<file path="config.mk">
export PLATFORM = sky130hd
export DESIGN_NAME = uart_tx_arbiter
export DESIGN_NICKNAME = d
export VERILOG_FILES = /design/src/rtl/uart_pkg.sv /design/src/rtl/rr_arbiter.sv /design/src/rtl/uart_tx_arbiter.sv
export SDC_FILE = /design/constraint.sdc
export NUM_CORES = 1
export LEC_CHECK = 0
export CAP_MARGIN = 30
export CORE_MARGIN = 4
export CORE_UTILIZATION = 42
export DETAILED_ROUTE_END_ITERATION = 8
export PLACE_DENSITY = 0.83
export SKIP_CTS_REPAIR_TIMING = 1
export SLEW_MARGIN = 20
export SYNTH_ARGS = -nofsm -noshare
export SYNTH_HDL_FRONTEND = slang
export SYNTH_SLANG_ARGS = --single-unit
</file>
<file path="constraint.sdc">
create_clock -name clk -period 4.1 [get_ports clk]
set_input_delay 0.41 -clock clk [delete_from_list [all_inputs] [get_ports clk]]
set_output_delay 0.41 -clock clk [all_outputs]
set_load 0.03 [all_outputs]
</file>
<file path="src/rtl/uart_pkg.sv">
// Shared UART definitions: data width, arbiter state encoding and the
// default launch-watchdog limit.
package uart_pkg;

  localparam int UART_DATA_W        = 8;
  localparam int DEF_TIMEOUT_CYCLES = 1024;

  typedef enum logic [1:0] {
    IDLE   = 2'd0,
    LAUNCH = 2'd1,
    BUSY   = 2'd2,
    DONE   = 2'd3
  } arb_state_t;

endpackage

</file>
<file path="src/rtl/rr_arbiter.sv">
// Round-robin winner search over NUM_REQ requesters. The pointer holds the
// index where the next search starts and advances past the winner on update.
module rr_arbiter #(
  parameter int NUM_REQ = 4
) (
  input  logic               clk,
  input  logic               rst,
  input  logic [NUM_REQ-1:0] req,
  input  logic               update,
  output logic [2:0]         winner,
  output logic               valid
);

  logic [2:0] ptr;
  logic [7:0] req_pad;
  logic [3:0] idx;

  assign req_pad = 8'(req);

  // Walk from the farthest offset down so the closest hit to ptr wins.
  always_comb begin
    winner = '0;
    valid  = 1'b0;
    idx    = '0;
    for (int k = NUM_REQ - 1; k >= 0; k--) begin
      idx = {1'b0, ptr} + 4'(k);
      if (idx >= 4'(NUM_REQ)) idx = idx - 4'(NUM_REQ);
      if (req_pad[idx[2:0]]) begin
        winner = idx[2:0];
        valid  = 1'b1;
      end
    end
  end

  always_ff @(posedge clk or negedge rst) begin
    if (!rst) begin
      ptr <= '0;
    end else if (update) begin
      ptr <= (winner == 3'(NUM_REQ - 1)) ? 3'd0 : winner + 3'd1;
    end
  end

endmodule

</file>
<file path="src/rtl/uart_tx_arbiter.sv">
// Shares one UART transmitter among NUM_REQ byte requesters, round-robin.
// Define UART_ARB_TIMEOUT_EN to compile in the launch watchdog (err pulses).
module uart_tx_arbiter
  import uart_pkg::*;
#(
  parameter int NUM_REQ        = 4,
  parameter int TIMEOUT_CYCLES = DEF_TIMEOUT_CYCLES
) (
  input  logic                           clk,
  input  logic                           rst,
  input  logic [NUM_REQ-1:0]             req,
  input  logic [NUM_REQ*UART_DATA_W-1:0] req_data,
  output logic [NUM_REQ-1:0]             ack,
  output logic [NUM_REQ-1:0]             err,
  output logic                           tx_wr_en,
  output logic [UART_DATA_W-1:0]         tx_data,
  input  logic                           tx_busy,
  output logic [2:0]                     active_id,
  output logic                           arb_busy,
  output arb_state_t                     state_dbg
);

  // Handshake with the transmitter: tx_wr_en is held high through LAUNCH
  // until tx_busy is sampled high, which is taken as acceptance of the byte;
  // the byte is complete when tx_busy is next sampled low.

  arb_state_t                 state, state_nxt;
  logic [2:0]                 winner, active_q;
  logic                       win_valid, grant, timeout;
  logic [UART_DATA_W-1:0]     sel_byte;
  logic [NUM_REQ-1:0]         id_onehot;

  rr_arbiter #(.NUM_REQ(NUM_REQ)) u_rr (
    .clk    (clk),
    .rst    (rst),
    .req    (req),
    .update (grant),
    .winner (winner),
    .valid  (win_valid)
  );

  assign grant     = (state == IDLE) && win_valid && !tx_busy;
  assign id_onehot = NUM_REQ'(1) << active_q;

  always_comb begin
    sel_byte = '0;
    for (int k = 0; k < NUM_REQ; k++) begin
      if (winner == 3'(k)) sel_byte = req_data[k*UART_DATA_W +: UART_DATA_W];
    end
  end

`ifdef UART_ARB_TIMEOUT_EN
  localparam int CNT_W = $clog2(TIMEOUT_CYCLES + 1);
  logic [CNT_W-1:0]   wd_cnt;
  logic [NUM_REQ-1:0] err_q;

  // LAUNCH lasts exactly TIMEOUT_CYCLES cycles before giving up.
  assign timeout = (state == LAUNCH) && !tx_busy &&
                   (wd_cnt == CNT_W'(TIMEOUT_CYCLES - 1));
  assign err     = err_q;

  always_ff @(posedge clk or negedge rst) begin
    if (!rst) begin
      wd_cnt <= '0;
      err_q  <= '0;
    end else begin
      err_q <= timeout ? id_onehot : '0;
      if (grant)                wd_cnt <= '0;
      else if (state == LAUNCH) wd_cnt <= wd_cnt + 1'b1;
    end
  end
`else
  assign timeout = 1'b0;
  assign err     = '0;
`endif

  always_comb begin
    state_nxt = state;
    case (state)
      IDLE:    if (grant) state_nxt = LAUNCH;
      LAUNCH:  if (tx_busy) state_nxt = BUSY;
               else if (timeout) state_nxt = IDLE;
      BUSY:    if (!tx_busy) state_nxt = DONE;
      DONE:    state_nxt = IDLE;
      default: state_nxt = IDLE;
    endcase
  end

  always_ff @(posedge clk or negedge rst) begin
    if (!rst) begin
      state    <= IDLE;
      active_q <= '0;
      tx_data  <= '0;
    end else begin
      state <= state_nxt;
      if (grant) begin
        active_q <= winner;
        tx_data  <= sel_byte;
      end
    end
  end

  assign tx_wr_en  = (state == LAUNCH);
  assign ack       = (state == DONE) ? id_onehot : '0;
  assign active_id = (state == IDLE) ? 3'd0 : active_q;
  assign arb_busy  = (state != IDLE);
  assign state_dbg = state;

endmodule
</file>
# Word-level counts from Yosys, hierarchy flattened
# Index checks and enable logic that the tools add are counted.
# word_totals
out_inout_bits	23
word_cells	68
in_bits	39
register_bits	16
# classes
n_lt_le_gt_ge	8
reduce_logical	7
shift	1
mux	31
addsub	8
eq_ne	9
# op_table
operator	count
8-bit 2-to-1 mux	4
3-bit 2-to-1 mux	10
3-bit by 4-bit < comparator with 1-bit output, second input constant	4
1-bit binary-select mux with 3-bit select	4
4-bit by 3-bit >= comparator with 1-bit output, second input constant	3
3-bit subtractor, second input constant	4
3-bit by 2-bit adder with 4-bit output, second input constant	2
1-bit 2-to-1 mux	8
2-bit case mux with 4 select lines	1
3-bit by 2-bit equality test with 1-bit output, second input constant	2
2-bit 2-to-1 mux	3
3-bit by 1-bit adder with 4-bit output, second input constant	1
2-bit equality test, second input constant	2
4-bit 2-to-1 mux	1
2-bit != test, second input constant	2
1-bit by 3-bit left shift with 4-bit output, first input constant	1
3-bit by 1-bit adder with 3-bit output, second input constant	1
3-bit by 1-bit equality test with 1-bit output, second input constant	1
3-bit >= comparator, second input constant	1
3-bit logical NOT	1
3-bit AND reduction	1
2-bit by 1-bit equality test with 1-bit output, second input constant	1
1-bit logical AND	2
2-bit logical NOT	1
other kinds (3)	3

# Longest topological paths before layout
# Gate-level depths: netlist of the first run.
# depth
depth_word	14
mapped_depth	15
ltp_nobuf	13

# By module
# From an unflattened synthesis of the first run, not the netlist that was laid out.
# hier_totals
cells_unflattened	116
hier_area_um2	1323.8
# modules_own_cells
mod	instances	area_per_inst_um2	cells_per_inst
uart_tx_arbiter	1	875.8	64
rr_arbiter	1	447.9	52

# Worst setup path after synthesis of the first run
# No wires, ideal clock.
# synth_timing
kind	flip-flop to flip-flop
start	reg u_rr.ptr[0]
end	reg tx_data[6]
arrival_ns	3.016
setup_time_ns	0.122
path_slack_ns	0.962
period_less_slack_ns	3.138
required_ns	3.978
stages_incl_launch_ff	16
path_cell_list	dfrtp_1 buf_6 inv_1 ha_1 mux4_2 o21ai_1 o21a_1 o21ai_1 ha_1 clkbuf_1 nor2b_1 clkbuf_1 a221oi_1 nor3_1 a21oi_1 a21oi_2
# synth_between
elab_chain_len	14
elab_cells_between_ends	41
cone_classes	add/sub (7); order compare (4); eq/ne (3); mux (24); reduce/logical (3)
# synth_lines
item	line_no	source
start, declared	rr_arbiter.sv:14	logic [2:0] ptr;
start signal, assigned	rr_arbiter.sv:39	ptr <= (winner == 3'(NUM_REQ - 1)) ? 3'd0 : winner + 3'd1;
3-bit by 2-bit adder with 4-bit output	rr_arbiter.sv:26	idx = {1'b0, ptr} + 4'(k);
4-bit by 3-bit >= comparator with 1-bit output or 3-bit subtractor (tied branches)	rr_arbiter.sv:27	if (idx >= 4'(NUM_REQ)) idx = idx - 4'(NUM_REQ);
3-bit 2-to-1 mux	rr_arbiter.sv:27	
1-bit binary-select mux with 3-bit select	rr_arbiter.sv:28	if (req_pad[idx[2:0]]) begin
1-bit 2-to-1 mux (not written as such)	rr_arbiter.sv:28	
3-bit 2-to-1 mux (3 in series)	rr_arbiter.sv:28	
3-bit 2-to-1 mux (*)	rr_arbiter.sv:28	
via u_rr.winner[0]	rr_arbiter.sv:10	output logic [2:0] winner,
3-bit logical NOT	uart_tx_arbiter.sv:48	if (winner == 3'(k)) sel_byte = req_data[k*UART_DATA_W +: UART_DATA_W];
8-bit 2-to-1 mux (3 in series)	uart_tx_arbiter.sv:48	
8-bit 2-to-1 mux (*)	uart_tx_arbiter.sv:48	
end signal, assigned	uart_tx_arbiter.sv:98	tx_data <= sel_byte;
end, declared	uart_tx_arbiter.sv:16	output logic [UART_DATA_W-1:0] tx_data,
# The timed path passes the listed nets; every way through them passes the cells marked *. The select of a mux whose other input is x is not followed.
# A chain may end at the register's enable or synchronous reset.

# Worst setup path after layout of the first run
# layout_timing
start	reg u_rr.ptr[0]
end	reg tx_data[2]
# The elaborated chain is that of the path after synthesis.

==> flow_metrics.tcl, run 1 <==
set metrics [dict create \
    grt_pass1_vias 1339 \
    clockBufferDepth 2 \
    grt_pass1_wl_um 5480 \
    pre_cts_slack_ps 451 \
    crit_path_start_kind "register" \
    synth_xor_area_share_pct 0 \
    setup_viol 0 \
    p_int_mw 0.835 \
    die_area_sq_um 4300 \
    first_pass_iters 4 \
    root_buffer "clkbuf_4" \
    crit_path_end_kind "register" \
    synth-compound-area-share_pct 22.8 \
    pwr-share-comb_pct 75.1 \
    cts_tree "built" \
    period_minus_slack_ps 3710 \
    r2r_setup_slack_ps 390 \
    synth_area_sq_um 1390 \
    clkTransAtPathRegs_ps 110 \
    synth_top_family_by_area "compound AO/OA/AOI/OAI gates" \
    io_pins 62 \
    syn_to_final_growth_pct 42.9 \
    synth_simple_gate_area_share_pct 20.4 \
    fillers 280 \
    crit_required_ps 4320 \
    cts.sinks 16 \
    reg2reg_from "u_rr.ptr[0]" \
    start_util_pct 44.9 \
    drtIter0Drc 52 \
    io_buffers 57 \
    dp_hpwl_um 2810 \
    antenna_found_initial 0 \
    powerDensity_nw_per_um2 833 \
    p_clk_share_pct 6.4 \
    rsz0062_at_grt "false" \
    core_sq_um 3100 \
    cap_violations 0 \
    routed_wl_um 3370 \
    p_sw_share_pct 49.7 \
    avgSynthCellArea_sq_um 9.48 \
    hold_class "reg2reg" \
    crit_type "reg2reg" \
    vias 1312 \
    avgRoutedWirePerCell_um 13.8 \
    critPathMaxFanout 13 \
    ys_ff_latch 16 \
    p_leak_nw 0.807 \
    arrival_ps 3930 \
    finalWorstSetupSlack_ps 390 \
    yosysSeqAreaShare_pct 28.7 \
    worstRegToRegCells 12 \
    worstReg2RegEnd "tx_data[2]" \
    synth_cell_types 38 \
    fin_area_sq_um 1990 \
    rows 20 \
    final_hold_viol_count 0 \
    postRouteAntennaNets 0 \
    cts_max_level 1 \
    antenna_cells 0 \
    grt_max_degree 25 \
    gp_congestion 0.855 \
    slew_viol_final 0 \
    route.detailed.drc 0 \
    p_sw_mw 0.825 \
    maxSlewHeadroom_pct 52.0 \
    drive_gt1_share_pct 11.0 \
    whs_path_depth 2 \
    nNetsFinal 250 \
    fin_worst_skew_ps 12.0 \
    whs_endpoint "tx_data[2]" \
    syn_inst 147 \
    synthAdderAreaFrac_pct 8.98 \
    clock_latency_ps 290 \
    die_y_um 65.6 \
    place_area_sq_um 1960 \
    synth_mux_area_share_pct 10.8 \
    grt.overflow.total 0 \
    fin_setup_tns_ps 0 \
    chipWidth_um 65.6 \
    status "complete, no violations" \
    routed_via_density 5.38 \
    hold_slack_ps 523 \
    synth_warnings 0 \
    fmax_mhz 270 \
    power_mw 1.66 \
    min_from "tx_data[2]" \
    power_frac_seq_pct 18.5 \
    grt_usage_pct 15.7 \
    ir_drop_v 0.000348 \
    finalCritPeriodShare_pct 90.5 \
    tightest_slew_ps 718 \
    cts_made_buffers 3 \
]
==> per-layer routing <==
metal / part of all wire (%) / global-route usage [%] / routed length, um
met3: 8.2 / 4.10 / 278
met4: 0.74 / 4.66 / 25
met5: 0 / 0 / 0
met2: 49 / 29.0 / 1660
met1: 42 / 17.6 / 1410
==> synth_stat cells (all sizes together) <==
cell type | number | area [sq um]
o31a | 1 | 8.76
nor4bb | 1 | 10.0
nor2b | 12 | 75.1
o221ai | 1 | 8.76
and2 | 1 | 6.26
a311oi | 1 | 26.3
o21ai | 6 | 37.5
o32a | 2 | 20.0
nor2 | 12 | 45.0
o21a | 2 | 15.0
nor3 | 8 | 40.0
nand3b | 2 | 15.0
a221oi | 8 | 70.1
dfrtp | 16 | 400
buf | 7 | 63.8
and2b | 2 | 15.0
mux4 | 3 | 75.1
mux2 | 4 | 45.0
nand4 | 1 | 6.26
mux2i | 3 | 30.0
nand3 | 3 | 20.0
inv | 8 | 30.0
ha | 10 | 125
a211oi | 1 | 7.51
nand2 | 3 | 11.3
o311ai | 1 | 8.76
conb | 1 | 3.75
clkbuf | 5 | 18.8
nand2b | 2 | 12.5
nor4b | 2 | 17.5
a21oi | 17 | 115
and4b | 1 | 10.0
==> sequential cells by signal (all words and copies together) (netlist names) <==
signal,cells
state_dbg,2
active_q,3
tx_data,8
u_rr.ptr,3
==> logic make-up (layout without fill, tap and decap cells) <==
logic type,Yosys count,in the layout
and+or+nand+nor,50,50
DFF,16,16
muxes,10,10
buffers and inverters,20,70
other,1,4
adders and majority gates,10,10
AOI/OAI and AO/OA,40,40
==> stage by stage <==
| step | instances | utilization (%) |
|---|---|---|
| finish | 244 | 64.2 |
| global route | 244 | 64.2 |
| CTS | 244 | 64.2 |
| detailed placement | 240 | 63.0 |
| global placement | 240 | 63.0 |
| floorplan | 150 | - |
==> cell usage in the layout, fill, tap and decap left out, types with 2 or more instances in the layout <==
cell type,n
o32a_1,2
a221oi_1,8
dfrtp_1,16
mux4_1,2
nand3b_1,2
conb_1,4
nor2b_1,12
a21oi_2,8
mux2_2,4
nand2_1,3
ha_1,10
o21ai_0,2
nor2_1,12
a21oi_1,9
nor4b_1,2
o21ai_2,2
nand3_1,2
o21a_1,2
clkdlybuf4s50_1,57
mux2i_1,3
and2b_1,2
nand2b_1,2
inv_1,8
nor3_1,8
o21ai_1,2
clkbuf_4,3
==> power groups by stage <==
stage / Sequential, mW / Clock (mW) / Combinational, mW
floorplan: 0.385 / 0 / 0.859
global placement: 0.303 / 0 / 1.21
detailed placement: 0.309 / 0 / 1.25
CTS: 0.306 / 0.111 / 1.25
global route: 0.319 / 0.114 / 1.38
finish: 0.307 / 0.106 / 1.25
==> worst max-delay path by stage <==
stage | startpoint | endpoint
global route | u_rr.ptr[0] | tx_data[2]
CTS | u_rr.ptr[0] | tx_data[2]
global placement | u_rr.ptr[0] | tx_data[2]
floorplan | u_rr.ptr[0] | tx_data[6]
finish | u_rr.ptr[0] | tx_data[2]
detailed placement | u_rr.ptr[0] | tx_data[2]
==> layout make-up <==
type,instances,area [sq um],share of cell area (%)
Clock buffer,4,36.3,1.82
Inverter,8,30.0,1.51
Multi-Input combinational cell,114,892,44.8
Sequential cell,16,400,20.1
Tap cell,44,55.1,2.76
Timing Repair Buffer,58,578,29.0
==> worst max-delay path, stage by stage (launching register included) <==
cell	delay [ps]
dfrtp_1	640
inv_1	120
ha_1	420
mux4_2	530
o21ai_1	200
o21a_1	180
o21ai_1	140
ha_1	370
nor2b_1	460
a221oi_1	170
nor3_1	160
a21oi_1	80
a21oi_2	160
(Power assumes the default switching activity.)
==> inputs of run 2 (changes only) <==
--- a/config.mk
+++ b/config.mk
@@ -8,6 +8,7 @@
 export CAP_MARGIN = 30
 export CORE_MARGIN = 4
 export CORE_UTILIZATION = 42
+export CTS_CLUSTER_DIAMETER = 80
 export DETAILED_ROUTE_END_ITERATION = 8
 export PLACE_DENSITY = 0.83
 export SKIP_CTS_REPAIR_TIMING = 1
==> constraint.sdc (replaced) <==
create_clock -name clk -period 4.25 [get_ports clk]
set_input_delay 0.425 -clock clk [delete_from_list [all_inputs] [get_ports clk]]
set_output_delay 0.425 -clock clk [all_outputs]
set_load 0.1 [all_outputs]
==> run 2 against run 1 <==
Core utilization increased by 0.60 points. Register-to-register slack improved by 130 ps. Sequential share of layout area decreased by 0.19 points. First-iteration DRC count decreased by 33%. Critical path type unchanged. Largest cell class unchanged.
==> flow_metrics.tcl, run 2 (same netlist as run 1, synthesis figures left out) <==
set metrics [dict create \
    status "complete, no violations" \
    finalCritPeriodShare_pct 87.8 \
    place_area_sq_um 1970 \
    largest_register_ffs 8 \
    die_area_sq_um 4300 \
    grt_pass1_wl_um 5870 \
    cap_violations 0 \
    grt_max_degree 19 \
    grt_pass1_vias 1336 \
    crit_required_ps 4470 \
    grt_usage_pct 17.3 \
    rows 20 \
    fillers 282 \
    cpMaxStageDelayCell "dfrtp_1" \
    min_from "tx_data[4]" \
    fin_worst_skew_ps 8.36 \
    avgRoutedWirePerCell_um 14.5 \
    layout_commonest_cell "clkdlybuf4s50_1" \
    core_sq_um 3100 \
    postRouteAntennaNets 0 \
    tightest_slew_ps 993 \
    arrival_ps 3950 \
    reg_top3 "tx_data x8, active_q x3, u_rr.ptr x3" \
    routed_wl_um 3530 \
    antenna_cells 0 \
    whs_endpoint "tx_data[4]" \
    first_pass_iters 4 \
    root_buffer "clkbuf_4" \
    crit_type "reg2reg" \
    cts.sinks 16 \
    period_minus_slack_ps 3730 \
    drtIter0Drc 35 \
    crit_chain "inv_1, ha_1, mux4_2, o21ai_1, o21a_1, o21ai_1, ha_1, nor2b_1, a221oi_1, nor3_1, a21oi_1, a21oi_2" \
    clockBufferDepth 2 \
    chipWidth_um 65.6 \
    whs_path_depth 2 \
    clock_latency_ps 290 \
    setup_viol 0 \
    top_register "tx_data" \
    drive_gt1_share_pct 12.5 \
    gp_congestion 0.924 \
    fmax_mhz 268 \
    final_hold_viol_count 0 \
    dp_hpwl_um 2900 \
    worstReg2RegEnd "tx_data[6]" \
    worstRegToRegCells 12 \
    route.detailed.drc 0 \
    slew_viol_final 0 \
    nNetsFinal 250 \
    crit_path_end_kind "register" \
    crit_path_start_kind "register" \
    r2r_setup_slack_ps 520 \
    reg2reg_from "u_rr.ptr[0]" \
    vias 1325 \
    antenna_found_initial 0 \
    clkTransAtPathRegs_ps 100 \
    multi_input_area_sq_um 911 \
    io_buffers 57 \
    io_pins 62 \
    rsz0062_at_grt "false" \
    die_y_um 65.6 \
    crit_path_max_incr_delay_ps 650 \
    syn_to_final_growth_pct 44.3 \
    fin_setup_tns_ps 0 \
    final_cell_mix "57 x clkdlybuf4s50_1, 16 x dfrtp_1, 12 x nor2_1, 12 x nor2b_1, 10 x ha_1" \
    start_util_pct 44.9 \
    critPathMaxFanout 13 \
    hold_class "reg2reg" \
    grt.overflow.total 0 \
    cts_max_level 1 \
    seqCellArea_sq_um 400 \
    routed_via_density 5.43 \
    maxSlewHeadroom_pct 33.6 \
    cts_made_buffers 3 \
    cts_tree "built" \
    fin_area_sq_um 2010 \
]
==> run 2: per-layer routing <==
layer	track usage [%]	part of all wire (%)
met2	29.6	49
met5	0	0
met3	4.62	8.3
met1	20.3	41
met4	7.25	2.3
==> run 2: final cells by class <==
class                      count  area share (%)
clock buffer                   4            1.80
multi-input combinational    114            45.3
inverter                       8            1.49
tap                           44            2.74
sequential                    16            19.9
timing repair buffer          58            28.7
==> run 2: stage by stage <==
stage	hold slack, ps	worst slack (ps)	util (%)	instances
2_1_floorplan	129	707	-	150
3_3_place_gp	499	785	63.6	240
3_5_place_dp	512	559	63.6	240
4_1_cts	534	529	64.8	244
5_1_grt	566	138	64.8	244
6_report	531	519	64.8	244
==> run 2: critical path: cells and delay by family (launching register included) <==
family | cells | cell delay [ps]
multiplexers | 1 | 530
AO/OA/AOI/OAI | 6 | 920
buffers and inverters | 1 | 110
AND/OR/NAND/NOR | 2 | 670
flip-flops | 1 | 650
adder cells (fa/ha/maj) | 2 | 780
==> run 2: how the worst max path moves through the flow <==
stage               slack, ps    startpoint          to
floorplan                 710  state_dbg[0]      ack[1]
global placement          790   u_rr.ptr[0]  tx_data[7]
detailed placement        560   u_rr.ptr[0]  tx_data[6]
CTS                       530   u_rr.ptr[0]  tx_data[6]
global route              140   u_rr.ptr[0]  tx_data[7]
finish                    520   u_rr.ptr[0]  tx_data[6]
Power of run 2 is not shown: default switching activity piles up to over one toggle a cycle in this logic, so the estimate is an artifact.
==> inputs of run 3 (changes only) <==
--- a/config.mk
+++ b/config.mk
@@ -16,3 +16,4 @@
 export SYNTH_ARGS = -nofsm -noshare
 export SYNTH_HDL_FRONTEND = slang
 export SYNTH_SLANG_ARGS = --single-unit
+export TNS_END_PERCENT = 50
==> run 3 against run 2 <==
Count of clock-buffer cells in the layout unchanged. Cell area is 0.62% lower. Via count fell by 2.6%. Register-to-register slack worse by 40 ps. First-iteration DRC count decreased by 26%. Routed wire length decreased by 3.1%. Non-clock buffer count stayed put. Critical path depth unchanged. Worst hold slack worse by 7.2 ps. Clock skew decreased by 3.7 ps. Sequential cell count did not move. Critical endpoint is now tx_data[1].
==> flow_metrics.tcl, run 3 (same netlist as run 1, synthesis figures left out) <==
set metrics [dict create \
    cpMaxStageDelayCell "dfrtp_1" \
    crit_required_ps 4470 \
    final_hold_viol_count 0 \
    layout_commonest_cell "clkdlybuf4s50_1" \
    crit_path_max_incr_delay_ps 660 \
    hold_slack_ps 524 \
    postRouteAntennaNets 0 \
    grt_usage_pct 16.5 \
    crit_path_end_kind "register" \
    io_buffers 57 \
    antenna_cells 0 \
    start_util_pct 44.9 \
    die_area_sq_um 4300 \
    cts_max_level 1 \
    first_pass_iters 4 \
    antenna_found_initial 0 \
    dp_hpwl_um 2870 \
    cap_violations 0 \
    syn_to_final_growth_pct 43.4 \
    routed_wl_um 3420 \
    grt_max_degree 18 \
    final_cell_mix "57 x clkdlybuf4s50_1, 16 x dfrtp_1, 12 x nor2_1, 12 x nor2b_1, 10 x ha_1" \
    root_buffer "clkbuf_4" \
    fillers 270 \
    die_y_um 65.6 \
    fmax_mhz 265 \
    crit_chain "inv_1, ha_1, mux4_2, o21ai_1, o21a_1, o21ai_1, ha_1, nor2b_1, a221oi_1, nor3_1, a21oi_1, a21oi_2" \
    grt_pass1_vias 1330 \
    reg_top3 "tx_data x8, active_q x3, u_rr.ptr x3" \
    nNetsFinal 250 \
    cts_made_buffers 3 \
    cts.sinks 16 \
    arrival_ps 4000 \
    grt_pass1_wl_um 5610 \
    rows 20 \
    vias 1291 \
    cts_tree "built" \
    io_pins 62 \
    rsz0062_at_grt "false" \
    clkTransAtPathRegs_ps 100 \
    largest_register_ffs 8 \
    core_sq_um 3100 \
    period_minus_slack_ps 3770 \
    chipWidth_um 65.6 \
    maxSlewHeadroom_pct 32.8 \
    status "complete, no violations" \
    setup_viol 0 \
    grt.overflow.total 0 \
    hold_class "reg2reg" \
    finalCritPeriodShare_pct 88.8 \
    tightest_slew_ps 1010 \
    top_register "tx_data" \
    slew_viol_final 0 \
    clockBufferDepth 2 \
    routed_via_density 5.29 \
    crit_buf_inv 1 \
    clock_latency_ps 290 \
    drtIter0Drc 26 \
    fin_worst_skew_ps 4.63 \
    critical_path.top_delay_family "compound AO/OA/AOI/OAI gates" \
    route.detailed.drc 0 \
    crit_type "reg2reg" \
    gp_congestion 0.849 \
    crit_path_start_kind "register" \
    critPathMaxFanout 13 \
    drive_gt1_share_pct 11.5 \
    avgRoutedWirePerCell_um 14.0 \
]
## run 3: metal layers
layer	routed length (um)	GRT usage, %	share of wire [%]
met5	0	0	0
met4	42	5.18	1.2
met3	341	4.96	10
met2	1680	30.6	49
met1	1360	17.6	40
## run 3: layout make-up
cell class                      instances  area (sq um)  share of cell area (%)
Clock buffer                            4          36.3                    1.82
Tap cell                               44          55.1                    2.76
Inverter                                8          30.0                    1.50
Timing Repair Buffer                   58           578                    28.9
Multi-Input combinational cell        114           898                    45.0
Sequential cell                        16           400                    20.0
## run 3: through the flow
step	setup slack (ps)	utilization, %	area [sq um]	instances	TNS, ps
CTS	455	64.4	2000	244	0
global route	202	64.4	2000	244	0
detailed placement	497	63.2	1960	240	0
finish	478	64.4	2000	244	0
global placement	760	63.2	1960	240	0
floorplan	-564	-	1410	150	-963
## run 3: worst min-delay path, cell delays in order (launching register included)
cell and delay (ps):
dfrtp_1 350, nor2_1 50, a21oi_2 90
## run 3: final timing paths
kind / cells past startpoint / slack (ps) / to / startpoint
setup / recovery: 12 / 480 / tx_data[1] / u_rr.ptr[0]
hold / removal: 2 / 520 / tx_data[3] / tx_data[3]
setup reg to reg: 12 / 480 / tx_data[1] / u_rr.ptr[0]
hold reg to reg: 2 / 520 / tx_data[3] / tx_data[3]
max in group asynchronous: 1 / 3240 / active_q[1] / rst
min in group asynchronous: 1 / 550 / state_dbg[0] / rst
Power of run 3 is left out for the same reason.
